==> config.mk <==
export PLATFORM = sky130hd
export DESIGN_NAME = flit_buffer_fifo
export DESIGN_NICKNAME = d
export VERILOG_FILES = /design/src/rtl/flit_buffer_fifo.sv
export SDC_FILE = /design/constraint.sdc
export NUM_CORES = 1
export LEC_CHECK = 0
export CAP_MARGIN = 0
export CELL_PAD_IN_SITES_DETAIL_PLACEMENT = 1
export CELL_PAD_IN_SITES_GLOBAL_PLACEMENT = 1
export CORE_MARGIN = 10
export CORE_UTILIZATION = 41
export CTS_CLUSTER_DIAMETER = 60
export DETAILED_ROUTE_END_ITERATION = 12
export GPL_TIMING_DRIVEN = 0
export PLACE_DENSITY_LB_ADDON = 0.25
export SLEW_MARGIN = 0
export SYNTH_ARGS = -nofsm -noshare
export SYNTH_HDL_FRONTEND = slang
export SYNTH_SLANG_ARGS = --single-unit
==> constraint.sdc <==
create_clock -name clk -period 2.2 [get_ports clk]
set_clock_uncertainty 0.1 [all_clocks]
set_input_delay 0.66 -clock clk [delete_from_list [all_inputs] [get_ports clk]]
set_output_delay 0.66 -clock clk [all_outputs]
set_load 0.05 [all_outputs]
==> src/rtl/flit_buffer_fifo.sv <==
// flit_buffer_fifo
//   Router input-port flit buffer. It holds up to DEPTH flits between an
//   upstream and a downstream valid/ready channel. The read side is
//   first-word fall-through. The buffer also reports its occupancy, raises
//   an almost-full flag for upstream flow control, and supports a
//   synchronous flush.
//
// Parameters
//   WIDTH      flit width in bits
//   DEPTH      number of flit slots (power of two, >= 2)
//   AF_THRESH  almost_full asserts when count >= AF_THRESH (1..DEPTH)
//
// Ports
//   clk          system clock, rising edge
//   rst_n        asynchronous active-low reset
//   flush        synchronous clear of all stored flits
//   in_data      upstream flit
//   in_valid     upstream flit present
//   in_ready     buffer can accept a flit this cycle
//   out_data     head flit (don't-care while out_valid is low)
//   out_valid    head flit present
//   out_ready    downstream takes the head flit this cycle
//   count        number of stored flits
//   almost_full  count >= AF_THRESH
module flit_buffer_fifo #(
    parameter int WIDTH     = 11,
    parameter int DEPTH     = 4,
    parameter int AF_THRESH = 3
) (
    input  logic                       clk,
    input  logic                       rst_n,
    input  logic                       flush,
    input  logic [WIDTH-1:0]           in_data,
    input  logic                       in_valid,
    output logic                       in_ready,
    output logic [WIDTH-1:0]           out_data,
    output logic                       out_valid,
    input  logic                       out_ready,
    output logic [$clog2(DEPTH+1)-1:0] count,
    output logic                       almost_full
);

    localparam int CW = $clog2(DEPTH + 1);
    localparam int AW = $clog2(DEPTH);

    logic [WIDTH-1:0] mem [DEPTH];
    logic [AW-1:0]    rd_ptr;
    logic [AW-1:0]    wr_ptr;
    logic             rdy_en;
    logic             push;
    logic             pop;

    // rdy_en keeps in_ready low while reset is asserted. It releases the
    // upstream side on the first clock edge after rst_n deasserts.
    assign in_ready    = rdy_en && (count < CW'(DEPTH));
    assign out_valid   = (count != '0);
    assign out_data    = mem[rd_ptr];
    assign almost_full = (count >= CW'(AF_THRESH));

    // Flush wins over both handshakes, so nothing is transferred on that edge.
    assign push = in_valid && in_ready && !flush;
    assign pop  = out_valid && out_ready && !flush;

    always_ff @(posedge clk or negedge rst_n) begin
        if (!rst_n) begin
            rd_ptr <= '0;
            wr_ptr <= '0;
            count  <= '0;
            rdy_en <= 1'b0;
        end else begin
            rdy_en <= 1'b1;
            if (flush) begin
                rd_ptr <= '0;
                wr_ptr <= '0;
                count  <= '0;
            end else begin
                // Pointers are log2(DEPTH) bits wide, so they wrap naturally.
                // Full and empty are told apart by count alone.
                if (push) begin
                    wr_ptr <= wr_ptr + AW'(1);
                end
                if (pop) begin
                    rd_ptr <= rd_ptr + AW'(1);
                end
                case ({push, pop})
                    2'b10:   count <= count + CW'(1);
                    2'b01:   count <= count - CW'(1);
                    default: count <= count;
                endcase
            end
        end
    end

    // Storage is never reset. Its contents only matter while out_valid is high.
    always_ff @(posedge clk) begin
        if (push) begin
            mem[wr_ptr] <= in_data;
        end
    end

endmodule

Yosys cells after proc, flatten, opt, wreduce, memory -nomap -nowiden
Memories as Yosys holds them, arrays and structs flattened.
Cells that the tools add are included.
{"block": "totals", "mem_count": 1, "wordCells": 31, "output_inout_bits": 17, "reg_bits": 8, "in_bits": 16, "ram_bits": 44}
{"memory": "mem", "depth": 4, "width": 11, "rd": 1, "rd_clocked_by_memory_dff": 0, "wr": 1, "line_no": "46", "source": "logic [WIDTH-1:0] mem [DEPTH];"}
{"block": "classes", "n_eq_ne": 2, "n_mux": 8, "n_reduce_logical": 10, "magnitude_cmp": 2, "n_addsub": 4}
{"op": "2-to-1 mux 2 bit", "n": 4}
{"op": "case mux 3 bit (2 select lines)", "n": 1}
{"op": "nonzero test 3 bit", "n": 2}
{"op": "logical AND 1 bit", "n": 5}
{"op": "adder 2 x 1 -> 2 bit, second input constant", "n": 2}
{"op": "nonzero test 2 bit", "n": 2}
{"op": "adder 3 x 1 -> 3 bit, second input constant", "n": 1}
{"op": ">= comparator 3 x 2 -> 1 bit, second input constant", "n": 1}
{"op": "less-than comparator 3 bit, second input constant", "n": 1}
{"op": "2-to-1 mux 3 bit", "n": 1}
{"op": "subtractor 3 x 1 -> 3 bit, second input constant", "n": 1}
{"op": "equality test 2 x 1 -> 1 bit, second input constant", "n": 1}
{"op": "equality test 2 bit, second input constant", "n": 1}
{"op": "2-to-1 mux 1 bit", "n": 2}
{"op": "zero test 1 bit", "n": 1}

Longest topological paths before layout
{"block": "depth", "depth_word": 7, "depth_mapped": 6, "ltp_nobuf": 5}

Least setup slack after synthesis
No wires, ideal clock.
{"block": "synth_path", "path_kind": "register to register", "from": "reg count[2]", "to": "reg count[2]", "period_less_slack_ps": 2394, "setup_time_ps": 82, "stages_incl_launch_ff": 6, "required_time_ps": 2018, "arrival_ps": 2212, "path_buffers": 0, "setup_slack_ps": -194, "cell_sequence": "dfrtp_1 > o31ai_4 > nor3_1 > fa_1 > or4_1 > a31oi_1"}
{"block": "synth_via", "elab_chain_cells": 7, "word_cells_on_any_way": 14, "classes_between": "add/sub (2); order compare (1); eq/ne (2); mux (2); reduce/logical (7)"}
{"item": "start, declared", "line_no": "39", "source": "output logic [$clog2(DEPTH+1)-1:0] count,"}
{"item": "start signal, assigned", "line_no": "86", "source": "2'b10: count <= count + CW'(1);"}
{"item": "start signal, assigned", "line_no": "87", "source": "2'b01: count <= count - CW'(1);"}
{"item": "start signal, assigned", "line_no": "88", "source": "default: count <= count;"}
{"item": "less-than comparator 3 bit", "line_no": "55", "source": "assign in_ready = rdy_en && (count < CW'(DEPTH));"}
{"item": "logical AND 1 bit", "line_no": "55"}
{"item": "logical AND 1 bit (2 in series)", "line_no": "61", "source": "assign push = in_valid && in_ready && !flush;"}
{"item": "equality test 2 x 1 -> 1 bit or equality test 2 bit (tied branches)", "line_no": "85", "source": "case ({push, pop})"}
{"item": "case mux 3 bit (2 select lines)", "line_no": "85"}
{"item": "2-to-1 mux 3 bit", "line_no": "72", "source": "if (flush) begin"}
Parallel ways exist; a longest one is shown, timed or not.
A chain may end at the register's enable or synchronous reset.

Final worst setup path
{"block": "layout_path", "from": "reg rd_ptr[0]", "to": "out out_data[9]"}
{"block": "layout_via", "elab_chain_cells": 1}
{"item": "start, declared", "line_no": "47", "source": "logic [AW-1:0] rd_ptr;"}
{"item": "start signal, assigned", "line_no": "83", "source": "rd_ptr <= rd_ptr + AW'(1);"}
{"item": "memory read (4 x 11 bit)"}
{"item": "end, declared", "line_no": "36", "source": "output logic [WIDTH-1:0] out_data,"}
Every way passes these cells.

==> run_results.csv <==
group,metric,value,unit
status,outcome,"complete, but fails checks",
status,violations,"negative setup slack",
yosys,syn_area,2126,um2
worst_setup_path,endpoint,"out_data[9]",
yosys,synth.net_count,130,
pwr,seq_power_share,38.2,%
die,rows,26,
pwr,p_comb_share,39.1,%
global_route,antenna_found_initial,0,
clock_tree,h-tree-depth,2,
place,place_area,2545,um2
global_route,grt_pass1_vias,1311,
route,drc_errors,0,
yosys,synth_edf_count,44,
place,numPortBuffers,32,
yosys,ys.flop_type,"edfxtp_1",
die,start_util,41.89,%
global_route,grt_max_degree,16,
global_route,grt_use_met3,3.749,%
final_layout,num_antenna_cells,0,
clock_tree,clkTransAtPathRegs,0.10,ns
route,drtPass1Iterations,6,
timing,timing.final.hold_violations,0,
clock_tree,clkLatencyLatePin,0.30,ns
final_layout,fin_area,2826,um2
timing,setup_viol_count_final,12,
timing,max_slew.worst_pin.slew,0.6439,ns
timing,min_period_over_period,110.8,%
yosys,synth-async-reset-ratio,15.38,%
timing,timing.fmax,410.2,MHz
timing,setup_ws,-0.2376,ns
final_layout,n_fill_cell,476,
global_route,met2_usage,18.29,%
route,drtAntennaViolNets,0,
clock_tree,root_buffer,"clkbuf_8",
global_route,grt_pass1_wl,7107,um
yosys,yosys_register_bits,52,
die,die_h,92.01,um
place,dp_slack,-0.7346,ns
final_layout,layoutNonFillerInstCount,230,
worst_setup_path,timing.rr.start,"count[2]",
run,maxCapViolations,0,
route,drt_iter0_drc,58,
worst_setup_path,r2r_cells,6,
worst_setup_path,timing.reg2reg.setup_slack,0.11,ns
die,core,5075,um2
global_route,grt-ovfl-total,0,
worst_setup_path,critPathArrivalTime,1.68,ns
pwr,p_sw_share,32.55,%
clock_tree,cts_hold_buffers,0,
route,vias_per_cell,4.991,
worst_setup_path,cp-start-kind,"flop",
final_layout,drive_gt1_share,36.88,%
worst_hold_path,min_path_type,"flop to flop",
timing,fin_crit,2.438,ns
worst_setup_path,end_kind,"primary output",
route,wl,4498,um
yosys,ys_types,33,
yosys,ys_seq_area_share,71.57,%
global_route,grt.busiest_layer,"met2",
final_layout,final_nets,180,
pwr,vdd_drop_max,367.1,uV
pwr,pwr-share-clk,22.7,%
die,pin_count,33,
die,die_area,8465,um2
global_route,grt.total_usage,10.96,%
worst_setup_path,crit_required,1.44,ns
pwr,power_leakage,1.022,nW
pwr,intPower,2.096,mW
place,gp_congestion,0.7034,
worst_setup_path,worst-path-max-fanout,5,
route,num_vias,1148,
clock_tree,numClockSinks,52,
die,die_w,92.01,um
worst_setup_path,critPathKind,"flop to primary output",
final_layout,area_growth,32.96,%
yosys,synth.avg_cell_area,19.50,um2
timing,slew_headroom,57.07,%
route,post_drt_wl_per_cell,19.56,um
yosys,yosysWarnings,0,
timing,whs,0.5069,ns
worst_setup_path,r2r_end,"count[1]",
worst_setup_path,cp-startpoint,"rd_ptr[0]",
global_route,use_met1,13.16,%
timing,finalSetupTns,-1.863,ns
place,dp.cells,211,
pwr,switchingPower,1.011,mW
clock_tree,cts_made_buffers,5,
clock_tree,cts_tree,"yes",
clock_tree,cts.path.max_buffers,2,
timing,rsz0062_at_grt,"true",
place,dpl.hpwl,2906,um
pwr,p_per_area,1099,nW/um2
yosys,synth_cells,109,
timing,final_max_slew_viol_count,0,
[metal layers]
layer,vias up,wire length (um)
met4,0,34
met5,-,0
met3,4,198
li1,527,-
met2,22,2358
met1,595,1906
[Yosys cell counts, types with 2 or more instances]
cell	n	area share [%]
ha_1	4	2.4
dfrtp_1	8	9.4
edfxtp_1	44	62
inv_1	3	0.53
nand4b_1	3	1.2
nor2_1	5	0.88
xor2_1	2	0.82
mux4_2	11	12
nand2_1	2	0.35
and2_1	4	1.2
[critical path, cell delays in order, from the launching register on]
cell and delay [ns]:
dfrtp_2 0.42, buf_12 0.11, buf_12 0.11, mux4_2 0.54, buf_8 0.18
[area by class of cell]
type	instances	area [um2]	area share [%]
multi-input combinational	50	580.6	20.54
inverter	3	11.26	0.3984
sequential	52	1526	54.01
clock inverter	1	30.03	1.062
timing repair buffer	43	441.7	15.63
buffer	4	52.55	1.859
clock buffer	7	96.34	3.409
tap	70	87.58	3.099
[stage by stage]
step	total power, mW	utilization (%)
after global placement	2.189	50.15
final	3.107	55.70
after CTS	3.124	55.70
after detailed placement	2.218	50.15
after floorplan	1.895	-
after global routing	3.244	55.70
[sequential cells by signal, indices dropped and copies added, names as in the netlist]
name    count
rd_ptr      2
count       3
mem        44
rdy_en      1
wr_ptr      2
[power by group through the flow]
stage | combinational [mW] | sequential [mW] | clock, mW
after global routing | 1.29 | 1.20 | 0.761
after floorplan | 0.634 | 1.26 | 0
after CTS | 1.22 | 1.19 | 0.714
after global placement | 0.977 | 1.21 | 0
final | 1.21 | 1.19 | 0.706
after detailed placement | 0.999 | 1.22 | 0
[repair_timing]
item | CTS | global route
setup buffers | 8 | 4
cloned | 1 | 0
endpoints found under the setup margin | 63 | 15
pin swaps | 5 | 3
gates resized for setup | 111 | 6
[cell usage in the layout (no fill, tap or decap), types with 2 or more instances in the layout]
| cell type | instances |
|---|---|
| clkbuf_2 | 2 |
| buf_12 | 2 |
| clkdlybuf4s15_2 | 2 |
| dlygate4sd2_1 | 5 |
| nand4b_1 | 3 |
| buf_4 | 8 |
| buf_8 | 4 |
| clkbuf_8 | 8 |
| clkdlybuf4s50_1 | 12 |
| and2_1 | 4 |
| nand2_1 | 2 |
| mux4_2 | 11 |
| edfxtp_1 | 44 |
| dfrtp_2 | 4 |
| buf_6 | 11 |
| dfrtp_1 | 4 |
| ha_1 | 4 |
| inv_1 | 3 |
| xor2_1 | 2 |
| nor2_1 | 5 |
[logic make-up (layout without fill, tap and decap cells)]
| kind of cell | after synthesis | in the layout | synth area share [%] |
|---|---|---|---|
| AND/OR/NAND/NOR | 23 | 23 | 6.769 |
| XOR/XNOR | 4 | 4 | 2.296 |
| multiplexers | 11 | 11 | 11.65 |
| AO/OA/AOI/OAI | 6 | 6 | 2.590 |
| flip-flops | 52 | 52 | 71.57 |
| other | 1 | 1 | 0.1764 |
| adder cells (fa/ha/maj) | 5 | 5 | 3.296 |
| buffers and inverters | 7 | 58 | 1.647 |
[worst min path at each step]
stage	start	to	cells after the start
floorplan	rst_n	count[0]	0
global placement	wr_ptr[1]	wr_ptr[1]	2
detailed placement	wr_ptr[1]	wr_ptr[1]	2
CTS	wr_ptr[1]	wr_ptr[1]	2
global route	wr_ptr[1]	wr_ptr[1]	2
finish	wr_ptr[1]	wr_ptr[1]	2
Note: power is estimated with default switching activity, not from simulation.
==> edit: new RTL, same settings <==
Make the reset (`rst_n`) synchronous in one clocked block. Comments in the files are not updated.
--- a/src/rtl/flit_buffer_fifo.sv
+++ b/src/rtl/flit_buffer_fifo.sv
@@ -61,7 +61,7 @@
     assign push = in_valid && in_ready && !flush;
     assign pop  = out_valid && out_ready && !flush;
 
-    always_ff @(posedge clk or negedge rst_n) begin
+    always_ff @(posedge clk) begin
         if (!rst_n) begin
             rd_ptr <= '0;
             wr_ptr <= '0;
Formal check against the unedited RTL: differs if rst_n is asserted again (counterexample within 4 cycles, from zero or initial values and one cycle with rst_n low); with rst_n held inactive, the same outputs for 10 cycles.
==> edit against the original RTL <==
The run still ends with negative setup slack left; area after synthesis down 0.29%; final area down 4.8%; sequential share of layout area up 2.9 points; final cell count down 2.6%; routed wire length down 9.2%; worst setup slack better by 140 ps; sequential cell count up 2; non-clock buffer count down 9; global-route usage down 0.69 points; count of clock-buffer cells in the layout down 1; critical path type unchanged.
Power is not compared: it rests on default switching activity, and its combinational part moved more than twofold at a synthesized area within 25%.
==> edit: results <==
[routing]
initialDrtViolationCount = 71
drt-total-wl_um = 4090
first_pass_iters = 4

[global_route]
grt_max_degree = 17
grt_pass1_wl_um = 6700
grt_pass1_vias = 1267
met1_usage = 0.112
met2_usage = 0.181

[logic_synthesis]
muxShareOfSynthArea = 0.123
ys_seq_area_frac = 0.718
syn_nets = 133
synth_area_leaders = edfxtp_1 (62%), mux4_2 (11%), dfxtp_1 (9.4%)
synth_fa_ha_area_frac = 0.0390
synthTopCellsByCount = edfxtp_1 (44), dfxtp_1 (10), mux4_2 (10), nor2_1 (10), inv_1 (6)
synth_compound_area_frac = 0.0283
ys_async_sr_fraction = 0

[layout]
multi_input_gates = 48
nNetsFinal = 175
buffer_area_frac = 0.146
seq_area_frac = 0.569

[placed_design]
routabilityCongestion = 0.717

[timing]
setup_violations = 11
setup_ws_ps = -96.9

[run_status]
violations = negative setup slack
status = finished with violations

[critical_path]
worstPathArrival_ps = 1540
regToRegSetupSlack_ps = 180
r2r-start = count[2]
edit: changes by cell type in the layout (fill, tap and decap cells not counted), moves of 3 or more:
cell | before | now
dfxtp_1 | 0 | 6
nand4b_1 | 3 | 0
dfrtp_2 | 4 | 0
buf_8 | 4 | 1
nor2_1 | 5 | 9
dfrtp_1 | 4 | 0
buf_4 | 8 | 2
inv_1 | 3 | 6
edit: worst min path at each step:
stage | startpoint | endpoint | slack (ps) | cells after the start
6_report | rd_ptr[1] | flip-flop | 450 | 2
5_1_grt | rd_ptr[1] | rd_ptr[1] | 500 | 2
4_1_cts | rd_ptr[1] | rd_ptr[1] | 450 | 2
3_5_place_dp | rd_ptr[1] | flip-flop | 420 | 2
3_3_place_gp | rd_ptr[1] | rd_ptr[1] | 400 | 2
2_1_floorplan | rd_ptr[1] | flip-flop | 380 | 2
edit: what timing repair did:
| action | 4_1_cts | 5_1_grt |
|---|---|---|
| endpoints found under the setup margin | 63 | 13 |
| pin swaps | 0 | 1 |
| hold buffers | 0 | 0 |
| gates cloned | 1 | 0 |
| setup buffers | 0 | 2 |
| gates resized for setup | 99 | 5 |
edit: stage by stage:
step / setup slack, ps / setup TNS [ps] / cells / power, uW / hold slack [ps]
detailed placement: -619 / -21700 / 213 / 1260 / 425
global route: -138 / -1320 / 224 / 1860 / 501
floorplan: 38.3 / 0 / 111 / 1200 / 385
finish: -96.9 / -844 / 224 / 1800 / 450
CTS: -129 / -1070 / 222 / 1820 / 453
global placement: -565 / -19160 / 213 / 1250 / 404
edit: per-layer routing:
layer  up-vias  part of all wire
met5         -                 0
met4         0             0.014
met3         5             0.048
met2        22              0.53
met1       550              0.41
li1        503                 -
edit: worst max-delay path: stages (launching register included):
cell and delay, ps:
dfxtp_4 400, buf_16 130, mux4_2 520, buf_6 170
